<file path="src/rtl/rp_sd_arbiter.sv">
// -----------------------------------------------------------------------------
// rp_sd_arbiter
//
// Round-robin arbiter between eight RP drives and a single sector engine.
// The arbiter scans the drive request lines, latches the operation and
// starting sector of the first requesting drive it finds, then hands the
// sector engine one sector at a time until the RH11 word count reaches zero,
// a per-sector timeout expires, or the operation turns out to be illegal.
// The served drive gets a one-cycle acknowledge, and scanning resumes at the
// next drive once the served drive drops its request.
//
// Ports
//   clk_i         system clock, the only clock
//   rst_ni        synchronous active-low reset
//   clr_i         massbus INIT, synchronous abort with the same effect as reset
//   rpSDREQ_i     per-drive request levels, held until acknowledged
//   rpSDOP_i      operation of drive sdSCAN_o (001 READ, 010 WRITE, 011 WRCHK)
//   rpSDLSA_i     linear sector address of drive sdSCAN_o
//   rhWCZ_i       RH11 word count zero
//   secDONE_i     sector engine one-cycle completion pulse
//   secREQ_o      sector transfer request level
//   secOP_o       latched operation for the sector engine
//   secLSA_o      current sector address for the sector engine
//   rpSDACK_o     one-hot one-cycle completion pulse to the served drive
//   sdSCAN_o      drive currently scanned or served
//   sdINCSECT_o   one-cycle pulse between sectors of a multi-sector transfer
//   sdREADOP_o    high while serving READ or WRCHK
//   sdTMO_o       sticky timeout flag
// -----------------------------------------------------------------------------
module rp_sd_arbiter #(
    parameter logic [23:0] TIMEOUT = 24'd1000000
) (
    input  logic        clk_i,
    input  logic        rst_ni,
    input  logic        clr_i,
    input  logic [7:0]  rpSDREQ_i,
    input  logic [2:0]  rpSDOP_i,
    input  logic [20:0] rpSDLSA_i,
    input  logic        rhWCZ_i,
    input  logic        secDONE_i,
    output logic        secREQ_o,
    output logic [2:0]  secOP_o,
    output logic [20:0] secLSA_o,
    output logic [7:0]  rpSDACK_o,
    output logic [2:0]  sdSCAN_o,
    output logic        sdINCSECT_o,
    output logic        sdREADOP_o,
    output logic        sdTMO_o
);

    typedef enum logic [2:0] {
        S_IDLE    = 3'd0,
        S_LATCH   = 3'd1,
        S_XFER    = 3'd2,
        S_NEXT    = 3'd3,
        S_ACK     = 3'd4,
        S_RELEASE = 3'd5
    } state_e;

    state_e      state_q;
    logic        secreq_q;
    logic [2:0]  secop_q;
    logic [20:0] seclsa_q;
    logic [7:0]  rpsdack_q;
    logic [2:0]  sdscan_q;
    logic        sdincsect_q;
    logic        sdreadop_q;
    logic        sdtmo_q;
    logic [23:0] tmo_cnt_q;   // XFER cycles already spent on the current sector

    logic        req_sel;
    logic [7:0]  ack_onehot;
    logic        op_legal;
    logic        op_is_read;
    logic        tmo_hit;

    assign req_sel    = rpSDREQ_i[sdscan_q];
    assign ack_onehot = 8'h01 << sdscan_q;
    assign op_legal   = (secop_q == 3'b001) || (secop_q == 3'b010) || (secop_q == 3'b011);
    assign op_is_read = (rpSDOP_i == 3'b001) || (rpSDOP_i == 3'b011);
    // The current XFER cycle is the TIMEOUT-th one for this sector.
    assign tmo_hit    = (tmo_cnt_q + 24'd1) == TIMEOUT;

    // NOTE: every register here is state, so all assignments are non-blocking;
    // blocking assignments would let later branches see half-updated values.
    always_ff @(posedge clk_i) begin
        if (!rst_ni || clr_i) begin
            state_q     <= S_IDLE;
            secreq_q    <= 1'b0;
            secop_q     <= 3'd0;
            seclsa_q    <= 21'd0;
            rpsdack_q   <= 8'd0;
            sdscan_q    <= 3'd0;
            sdincsect_q <= 1'b0;
            sdreadop_q  <= 1'b0;
            sdtmo_q     <= 1'b0;
            tmo_cnt_q   <= 24'd0;
        end else begin
            // Pulse outputs fall back to zero unless a transition raises them.
            rpsdack_q   <= 8'd0;
            sdincsect_q <= 1'b0;

            unique case (state_q)
                S_IDLE: begin
                    if (req_sel) begin
                        // Op and address are captured on entry so secOP and
                        // sdREADOP are already valid while in LATCH.
                        secop_q    <= rpSDOP_i;
                        seclsa_q   <= rpSDLSA_i;
                        sdreadop_q <= op_is_read;
                        state_q    <= S_LATCH;
                    end else begin
                        sdscan_q   <= sdscan_q + 3'd1;
                    end
                end

                S_LATCH: begin
                    if (!op_legal) begin
                        rpsdack_q <= ack_onehot;
                        state_q   <= S_ACK;
                    end else begin
                        secreq_q  <= 1'b1;
                        tmo_cnt_q <= 24'd0;
                        state_q   <= S_XFER;
                    end
                end

                S_XFER: begin
                    // Completion is checked first so it beats a same-cycle timeout.
                    if (secDONE_i) begin
                        secreq_q  <= 1'b0;
                        state_q   <= S_NEXT;
                    end else if (tmo_hit) begin
                        secreq_q  <= 1'b0;
                        sdtmo_q   <= 1'b1;
                        rpsdack_q <= ack_onehot;
                        state_q   <= S_ACK;
                    end else begin
                        tmo_cnt_q <= tmo_cnt_q + 24'd1;
                    end
                end

                S_NEXT: begin
                    if (rhWCZ_i) begin
                        rpsdack_q   <= ack_onehot;
                        state_q     <= S_ACK;
                    end else begin
                        sdincsect_q <= 1'b1;
                        seclsa_q    <= seclsa_q + 21'd1;
                        tmo_cnt_q   <= 24'd0;
                        secreq_q    <= 1'b1;
                        state_q     <= S_XFER;
                    end
                end

                S_ACK: begin
                    state_q <= S_RELEASE;
                end

                S_RELEASE: begin
                    // Step past the served drive so it cannot win twice in a row.
                    if (!req_sel) begin
                        sdscan_q   <= sdscan_q + 3'd1;
                        sdreadop_q <= 1'b0;
                        state_q    <= S_IDLE;
                    end
                end

                default: begin
                    state_q <= S_IDLE;
                end
            endcase
        end
    end

    assign secREQ_o    = secreq_q;
    assign secOP_o     = secop_q;
    assign secLSA_o    = seclsa_q;
    assign rpSDACK_o   = rpsdack_q;
    assign sdSCAN_o    = sdscan_q;
    assign sdINCSECT_o = sdincsect_q;
    assign sdREADOP_o  = sdreadop_q;
    assign sdTMO_o     = sdtmo_q;

endmodule

</file>
<file path="config.mk">
export PLATFORM = sky130hd
export DESIGN_NAME = rp_sd_arbiter
export DESIGN_NICKNAME = d
export VERILOG_FILES = /design/src/rtl/rp_sd_arbiter.sv
export SDC_FILE = /design/constraint.sdc
export NUM_CORES = 1
export LEC_CHECK = 0
export CAP_MARGIN = 20
export CORE_MARGIN = 2
export CORE_UTILIZATION = 39
export DETAILED_ROUTE_END_ITERATION = 12
export MAX_ROUTING_LAYER = met4
export PLACE_DENSITY_LB_ADDON = 0.15
export SLEW_MARGIN = 10
export SYNTH_ARGS = -nofsm -noshare
export SYNTH_HDL_FRONTEND = slang
export SYNTH_SLANG_ARGS = --single-unit
</file>
<file path="constraint.sdc">
create_clock -name clk_i -period 3.6 [get_ports clk_i]
set_clock_uncertainty 0.1 [all_clocks]
set_input_delay 0.36 -clock clk_i [delete_from_list [all_inputs] [get_ports clk_i]]
set_output_delay 0.36 -clock clk_i [all_outputs]
set_load 0.02 [all_outputs]
</file>
==> results.md, run 1 <==
- Initial core utilization: 39.8%
- Delay-heaviest family, CP: simple AND/OR/NAND/NOR gates
- Nets: just under 600
- Register area share after synthesis: about a third
- Area grow syn2layout: 28.4%
- Largest net degree at the start of global routing: 36
- Worst EP arrival: approximately 3400 ps
- Min-Delay Path Class: flip-flop to flip-flop
- Leak Pwr: roughly 1.8 nW
- Post-synthesis cell area: 3850 sq um
- CTS tree: built
- Kind of critical path: flip-flop to flip-flop
- Top_reg_cell synth: dfxtp_1
- Syn_nets: approximately 530
- Number of fill cells: approximately 940
- Post-synth EDFFs: 0
- Detailed Place HPWL: between 7 and 8 mm
- Boundary Pins: 76
- H-tree depth: 3
- Max stage delay cell, worst path: or4_1
- GRT overflow: 0
- 1st-pass router iterations: 5
- Hold Fails Final Rpt: 0
- Sink Count: between 60 and 70
- Total clock buffers created by CTS: 9
- Tot GR Track Use: between 20% and 30%
- Top-count cell post-synth: dfxtp_1
- Number of diodes: 0
- Vias in the first global route: roughly 3600
- Critical Path Start Type: flip-flop
- Synth warnings: 0
- Area contributors post-synth: dfxtp_1 34%, nor2_1 4.6%, nand2_1 4.4%, o21ai_0 3.8%, a21oi_1 3.4%
- Cts hold-fix bufs: 0
- WP data required: around 3700 ps
- Die H: 103 um
- Vias post-DR: approximately 3800
- Post-layout worst setup margin: around 340 ps
- Max stage delay on crit path: between 500 and 600 ps
- Worst-path fanout max: 11
- Final setup fails: 0
- Full die area: between 10000 and 15000 sq um
- Clk buf depth: 2
- Clk_lat worst skew: ~360 ps
- Syn Inst Count: between 400 and 500
- WHS: between 300 and 400 ps
- Final min period: 3260 ps
- Clock transition at path regs: 70 ps
- First-pass GRT wire length: 17.0 mm
- Number of I/O port buffers: 75
- Tcrit/Tclk final: between 90% and 100%
- Post-place instance area: ~4700 sq um
- Routed WL per cell: around 15 um
- Register bit total from synthesis: between 60 and 70
- Drt total wl: ~10 mm
- Crit path cell chain: ha_1, nand3_1, or4_1, xnor2_1, nand4_1, nor3_2, buf_4, nor2_1, buf_4, a221o_1
- Highest clock rate: 306 MHz
- Num rows: 36
- Die W: slightly above 100 um
- Worst setup EP type: flip-flop
- RSZ-0062 raised after global routing: no
- CTS resizes: 0
- Synth top cells by count: 66 x dfxtp_1, 47 x nor2_1, 45 x nand2_1
- Slew margin rel.: 37.0%
- Initial antenna violation count: 0
- Share of layout cells above drive strength 1: ~7.6%
- Maximum VDD drop: roughly 0.19 mV
- Final GP Congestion: between 0.8 and 0.9
- Root Buffer: clkbuf_8
- Tot Pwr: 0.00177 W
- Total power per unit cell area: between 300 and 400 nW/um^2
- Setup Buffers After CTS: 0
- Post-route ant nets: 0
- Max-slew violation count: 0
- Dominant cell type by area after synthesis: dfxtp_1
- DRC violations left: 0
- Starting DRT DRC Count: roughly 180
- Setup TNS: 0 ps
- Slew at the pin with the worst max-slew slack: 946 ps
- Most used cell, CP: buf_4
- Via density: 5.50
- Pre-CTS setup slack: 355 ps
- Synth async-reset ratio: 0%
- Syn_area_per_cell: about 8 sq um
- WP buf/inv: 2
- Status: finished clean
- Share of the synthesized area in the top cell type: between 30 and 40%
- Area of the core: around 9700 sq um
- Number of max-cap violations: 0
- Cell variety after synth: a little under 60
- Final Cell Area: 4950 sq um
cell families after synthesis:
family                   count (synthesis)  synth area share (%)
AO/OA/AOI/OAI                          136                  25.1
buffers and inverters                   46                  5.03
adder cells (fa/ha/maj)                 10                  3.18
XOR/XNOR                                10                  2.27
AND/OR/NAND/NOR                        204                  27.1
multiplexers                             9                  3.02
flip-flops                              66                  34.3
layout by cell type, fill, tap and decap left out, types with 10 or more instances in the layout:
cell / count
nand4_1: 13
and3_1: 17
nor2_1: 47
a21oi_1: 26
buf_4: 12
a211oi_1: 14
clkbuf_8: 10
inv_1: 14
clkdlybuf4s50_1: 75
nor3_1: 17
o21ai_0: 29
nand2_1: 45
nand3_1: 18
dfxtp_1: 66
through the flow:
stage          util, %  std cells
6_report          51.1        685
3_3_place_gp      48.7        669
5_1_grt           51.1        685
3_5_place_dp      48.7        669
4_1_cts           51.1        685
2_1_floorplan        -        481
worst register-to-register path, delay by kind of cell (launching register included):
family                     cells  cell delay (ps)
adders and majority gates      1              350
xor gates and xnor gates       1              180
DFF                            1              470
AOI/OAI and AO/OA              1              310
and+or+nand+nor                5             1400
buffers and inverters          2              350
final timing paths:
check | start | to | slack [ps] | cells past startpoint
max | tmo_cnt_q[0]$_SDFFE_PP0P_ | tmo_cnt_q[2]$_SDFFE_PP0P_ | 340 | 10
min | sdTMO_o$_SDFFE_PP0P_ | sdTMO_o$_SDFFE_PP0P_ | 370 | 2
max reg2reg | tmo_cnt_q[0]$_SDFFE_PP0P_ | tmo_cnt_q[2]$_SDFFE_PP0P_ | 340 | 10
min reg2reg | sdTMO_o$_SDFFE_PP0P_ | sdTMO_o$_SDFFE_PP0P_ | 370 | 2
report_power, final:
group | switching, W | total (W) | internal (W)
Combinational | 0.000135 | 0.000266 | 0.000132
Clock | 0.000311 | 0.000721 | 0.000410
Sequential | 0.0000281 | 0.000779 | 0.000751
layout make-up:
type	count	area, sq um	area share, %
tap	133	166	3.36
sequential	66	1320	26.7
clock buffer	10	138	2.78
multi-input combinational	369	2340	47.3
timing repair buffer	87	841	17.0
inverter	14	52.6	1.06
clock inverter	6	90.1	1.82
registers in the layout (all words and copies together), names as in the netlist:
signal       count
rpSDACK_o        8
sdINCSECT_o      1
sdREADOP_o       1
sdSCAN_o         3
sdTMO_o          1
secLSA_o        21
secOP_o          3
secREQ_o         1
state_q          3
tmo_cnt_q       24
routing by layer:
metal	global-route usage, %	part of all wire [%]
met1	26.5	48
met3	4.57	5.0
met2	32.0	45
met5	-	0
met4	7.79	2.0
No activity file was read; power rests on OpenSTA's default activity.
==> run 2: changes to the inputs <==
Settings changed: CORE_UTILIZATION 39 to 52.
==> run 2 against run 1 <==
Wire length shrank 0.67%. Global-route usage grew 5.0 points. Sequential share of layout area grew 0.22 points. Non-clock buffer count grew 2. Cell area shrank 0.83%. Sequential cell count is the same. First-iteration DRC count grew 25%. Total power shrank 3.7%. Critical path depth shrank 1. Final cell count shrank 4.7%. Via count grew 3.4%. Largest cell class unchanged.
==> results.md, run 2 (synthesis gave the netlist of run 1 again) <==
- Critical Path Start: tmo_cnt_q[11]$_SDFFE_PP0P_
- Hold Fails Final Rpt: 0
- Post-route ant nets: 0
- Reg2reg end: tmo_cnt_q[7]$_SDFFE_PP0P_
- Tcrit/Tclk final: slightly above 90%
- Worst-path fanout max: 15
- Initial antenna violation count: 0
- Slew margin rel.: between 30% and 40%
- Max stage delay on crit path: between 600 and 700 ps
- Clk buf depth: 2
- Post-route insts no fill: between 600 and 700
- Logic depth of the worst path, buffers included: 9
- Slew at the pin with the worst max-slew slack: ~940 ps
- Max reg flops: 24
- Multi-input gate area: around 2300 sq um
- Final Cell Area: around 4900 sq um
- Highest clock rate: between 300 and 400 MHz
- Tot Pwr: ~0.0017 W
- Initial core utilization: 53.4%
- Number of diodes: 0
- GRT overflow: 0
- Largest net degree at the start of global routing: 36
- Num rows: 31
- Drt total wl: approximately 10 mm
- Critical Path Start Type: flip-flop
- WP buf/inv: 2
- Area grow syn2layout: 27.3%
- Via density: 5.96
- Post-place instance area: 4700 sq um
- Die W: about 90 um
- Leak Pwr: between 1.5 and 2 nW
- Setup crit end: tmo_cnt_q[7]$_SDFFE_PP0P_
- Number of I/O port buffers: 75
- Delay-heaviest family, CP: simple AND/OR/NAND/NOR gates
- Max-slew violation count: 0
- Full die area: 8120 sq um
- Kind of critical path: flip-flop to flip-flop
- Reg area: ~1300 sq um
- Vias post-DR: slightly below 4000
- Sink Count: 66
- Tot GR Track Use: between 20% and 30%
- Maximum VDD drop: roughly 0.26 mV
- WHS: 399 ps
- Root Buffer: clkbuf_8
- Clock transition at path regs: approximately 80 ps
- Total power per unit cell area: between 300 and 400 nW/um^2
- Final min period: approximately 3300 ps
- First-pass GRT wire length: roughly 17 mm
- Nets: a little under 600
- Most flop-heavy register: tmo_cnt_q
- Clk_lat worst skew: around 350 ps
- Worst EP arrival: 3520 ps
- Final GP Congestion: between 0.9 and 1
- Number of max-cap violations: 0
- Area of the core: a little over 7000 sq um
- Share of layout cells above drive strength 1: a little under 8%
- DRC violations left: 0
- Starting DRT DRC Count: approximately 230
- Setup Buffers After CTS: 0
- CTS tree: built
- Crit path cell chain: nand4_2, or4_1, buf_4, nor3_1, o22ai_1, o31ai_4, o21a_1, buf_12, a221o_1
- Most frequent cells in the layout: 75 x clkdlybuf4s50_1, 66 x dfxtp_1, 47 x nor2_1
- Flop-to-flop setup slack: 280 ps
- Detailed Place HPWL: ~7 mm
- Die H: approximately 90 um
- Min-Delay Path Class: flip-flop to flip-flop
- Total placed cells including tap cells: around 640
- WP data required: ~3800 ps
- Worst setup EP type: flip-flop
- Most common cell after layout, fill and taps aside: clkdlybuf4s50_1
- Boundary Pins: 76
- Status: finished clean
- Setup TNS: 0 ps
- Final setup fails: 0
- RR Startpoint: tmo_cnt_q[11]$_SDFFE_PP0P_
- RSZ-0062 raised after global routing: no
- R2R depth: 9
- Total clock buffers created by CTS: 9
- Vias in the first global route: 3594
- 1st-pass router iterations: 4
- CTS resizes: 0
- Cts hold-fix bufs: 0
- Max stage delay cell, worst path: or4_1
- H-tree depth: 3
- Routed WL per cell: 15.4 um
- Number of fill cells: 640
==> run 2: changes by cell type in the layout (fill, tap and decap cells not counted), sizes merged <==
cell	change
clkbuf	-1
buf	+2
bufinv	-1
inv	+2
==> run 2: where the power goes <==
| group | switching (W) | internal [W] |
|---|---|---|
| sequential | 0.0000282 | 0.000751 |
| combinational | 0.000138 | 0.000136 |
| clock | 0.000321 | 0.000326 |
==> run 2: how the worst min path moves through the flow <==
stage | from | end | slack [ps] | depth (start not counted)
floorplan | rhWCZ_i | sdINCSECT_o$_SDFF_PP0_ | 340 | 1
global placement | secLSA_o[20]$_SDFFE_PP0P_ | secLSA_o[20]$_SDFFE_PP0P_ | 380 | 2
detailed placement | secLSA_o[20]$_SDFFE_PP0P_ | secLSA_o[20]$_SDFFE_PP0P_ | 390 | 2
CTS | secLSA_o[20]$_SDFFE_PP0P_ | secLSA_o[20]$_SDFFE_PP0P_ | 400 | 2
global route | secLSA_o[20]$_SDFFE_PP0P_ | secLSA_o[20]$_SDFFE_PP0P_ | 430 | 2
finish | secLSA_o[20]$_SDFFE_PP0P_ | secLSA_o[20]$_SDFFE_PP0P_ | 400 | 2
==> run 2: worst reg2reg max path, stage by stage (launching register included) <==
cell and delay (ps):
dfxtp_1 470, nand4_2 250, or4_1 640, buf_4 200
nor3_1 290, o22ai_1 250, o31ai_4 330, o21a_1 370
buf_12 200, a221o_1 150
==> run 2: area by class of cell <==
class,count,area share [%]
clock buffers,9,2.52
clock inverters,7,1.58
inverters,14,1.07
multi-input cells,369,47.7
flip-flops and latches,66,26.9
well taps,99,2.52
repair buffers,89,17.7
==> run 2: through the flow <==
stage                     utilization [%]  worst slack (ps)
after CTS                            68.0               326
after global placement               65.2               464
final                                68.0               279
after floorplan                         -               660
after global routing                 68.0              50.4
after detailed placement             65.2               362
==> run 2: layer usage <==
| layer | track usage [%] | wire length [um] | part of all wire, % | up-vias |
|---|---|---|---|---|
| li1 | - | - | - | 1934 |
| met1 | 32.8 | 4680 | 47 | 1790 |
| met2 | 39.2 | 4530 | 45 | 141 |
| met3 | 5.20 | 534 | 5.3 | 27 |
| met4 | 11.9 | 302 | 3.0 | 0 |
| met5 | - | 0 | 0 | - |
==> RTL change: new RTL, config.mk and constraints of run 1 <==
The 6 states of `state_e` get a Gray code encoding in 3 bits.
--- a/src/rtl/rp_sd_arbiter.sv
+++ b/src/rtl/rp_sd_arbiter.sv
@@ -50,10 +50,10 @@
 
     typedef enum logic [2:0] {
-        S_IDLE    = 3'd0,
-        S_LATCH   = 3'd1,
-        S_XFER    = 3'd2,
-        S_NEXT    = 3'd3,
-        S_ACK     = 3'd4,
-        S_RELEASE = 3'd5
+        S_IDLE    = 3'b000,
+        S_LATCH   = 3'b001,
+        S_XFER    = 3'b011,
+        S_NEXT    = 3'b010,
+        S_ACK     = 3'b110,
+        S_RELEASE = 3'b111
     } state_e;
 
Check against the original RTL: same outputs for any inputs over 10 cycles, from zero or initial values; not proved beyond that.
==> RTL change against run 1 <==
  * Wire length up 0.53%
  * Global-route usage down 1.5 points
  * Sequential cell count is the same
  * Cell area fell by 0.56%
  * Sequential share of layout area grew 0.15 points
  * Power shrank 8.6%
  * Setup slack improved by 0.049 ns
  * Area after synthesis grew 2.2%
  * Maximum frequency increased by 1.5%
  * Sequential power decreased by 0.6%
  * Worst hold slack improved by 0.015 ns
==> RTL change: results (changes against run 1) <==
- Outcome: complete, no violations (unchanged)
- GR met1 Demand/Resource: 24.2% (was 26.5%)
- The worst IR drop on VDD was 0.000187 V (about the same).
- Worst slew margin: 29.4% (was 37.0%)
* Final-layout fill cell count: 991 (was 944)
- The routability congestion estimate from global placement was 0.897 (was 0.868).
* Largest cells by area after synthesis: dfxtp_1 (34%), a21oi_1 (4.6%), nand2_1 (4.6%), nor2_1 (4.5%), nor3_1 (3.7%) (was dfxtp_1 (34%), nor2_1 (4.6%), nand2_1 (4.4%), o21ai_0 (3.8%), a21oi_1 (3.4%))
- The clock insertion delay at the later pin of the skew report came to 0.34 ns (was 0.36 ns).
* Crit. Startpoint: tmo_cnt_q[1] (was tmo_cnt_q[0])
- The global-route usage over all layers is 19.2% (was 20.7%).
- The leakage component of the power was 1.78 nW (was 1.81 nW).
* Distinct cell type count after synthesis: 73 (was 59)
- Detailed-route wire length on metal 1: 4.68 mm (was 4.84 mm)
* Vias per cell: 5.64 (was 5.50)
- The path depth of the worst reg2reg path is 8 (was 10).
* Count of non-filler cells in the finished layout: 688 (was 685)
* Share of total power in sequential cells: 48.0% (was 44.1%)
- The number of detailed-route iterations in the first pass is 6 (was 5).
* Worst setup slack after placement: 0.440 ns (was 0.355 ns)
- The mean instance size in the synthesized netlist came to 7.96 sq um (was 8.01 sq um).
- The minimum setup slack among reg-to-reg paths was 0.39 ns (was 0.34 ns).
* Synth Area in Compound Gates: 24.3% (was 25.1%)
* Post-synthesis share of cell area spent on full adders, half adders and majority gates: 2.86% (was 3.18%)
* Sequential share of the synthesized area: 33.5% (was 34.3%)
- Met2 demand-to-capacity share in global routing: 30.2% (was 32.0%)
* Endpoint arrival time on the critical path: 3.35 ns (was 3.40 ns)
- The maximum fanout encountered on the critical timing path is 8 (was 11).
RTL change: cell types whose count changed in the layout (fill, tap and decap cells not counted), sizes merged, moves of 6 or more:
cell          run 1  this run
a21oi            26        37
o31ai             8         2
buf              12         4
a31oi             5        11
a221o             8         2
a211o             2         9
nor3             18        30
nand3            19        25
RTL change: final cells by class:
| type | instances | area (sq um) | area share [%] |
|---|---|---|---|
| flip-flops and latches | 66 | 1320 | 26.9 |
| repair buffers | 79 | 781 | 15.9 |
| inverters | 11 | 41.3 | 0.839 |
| clock buffers | 12 | 165 | 3.36 |
| well taps | 133 | 166 | 3.38 |
| clock inverters | 4 | 25.0 | 0.509 |
| multi-input cells | 383 | 2420 | 49.2 |
RTL change: logic make-up after synthesis:
logic type,count (synthesis)
AO/OA/AOI/OAI,141
XOR/XNOR,8
adder cells (fa/ha/maj),9
buffers and inverters,46
flip-flops,66
multiplexers,8
AND/OR/NAND/NOR,217
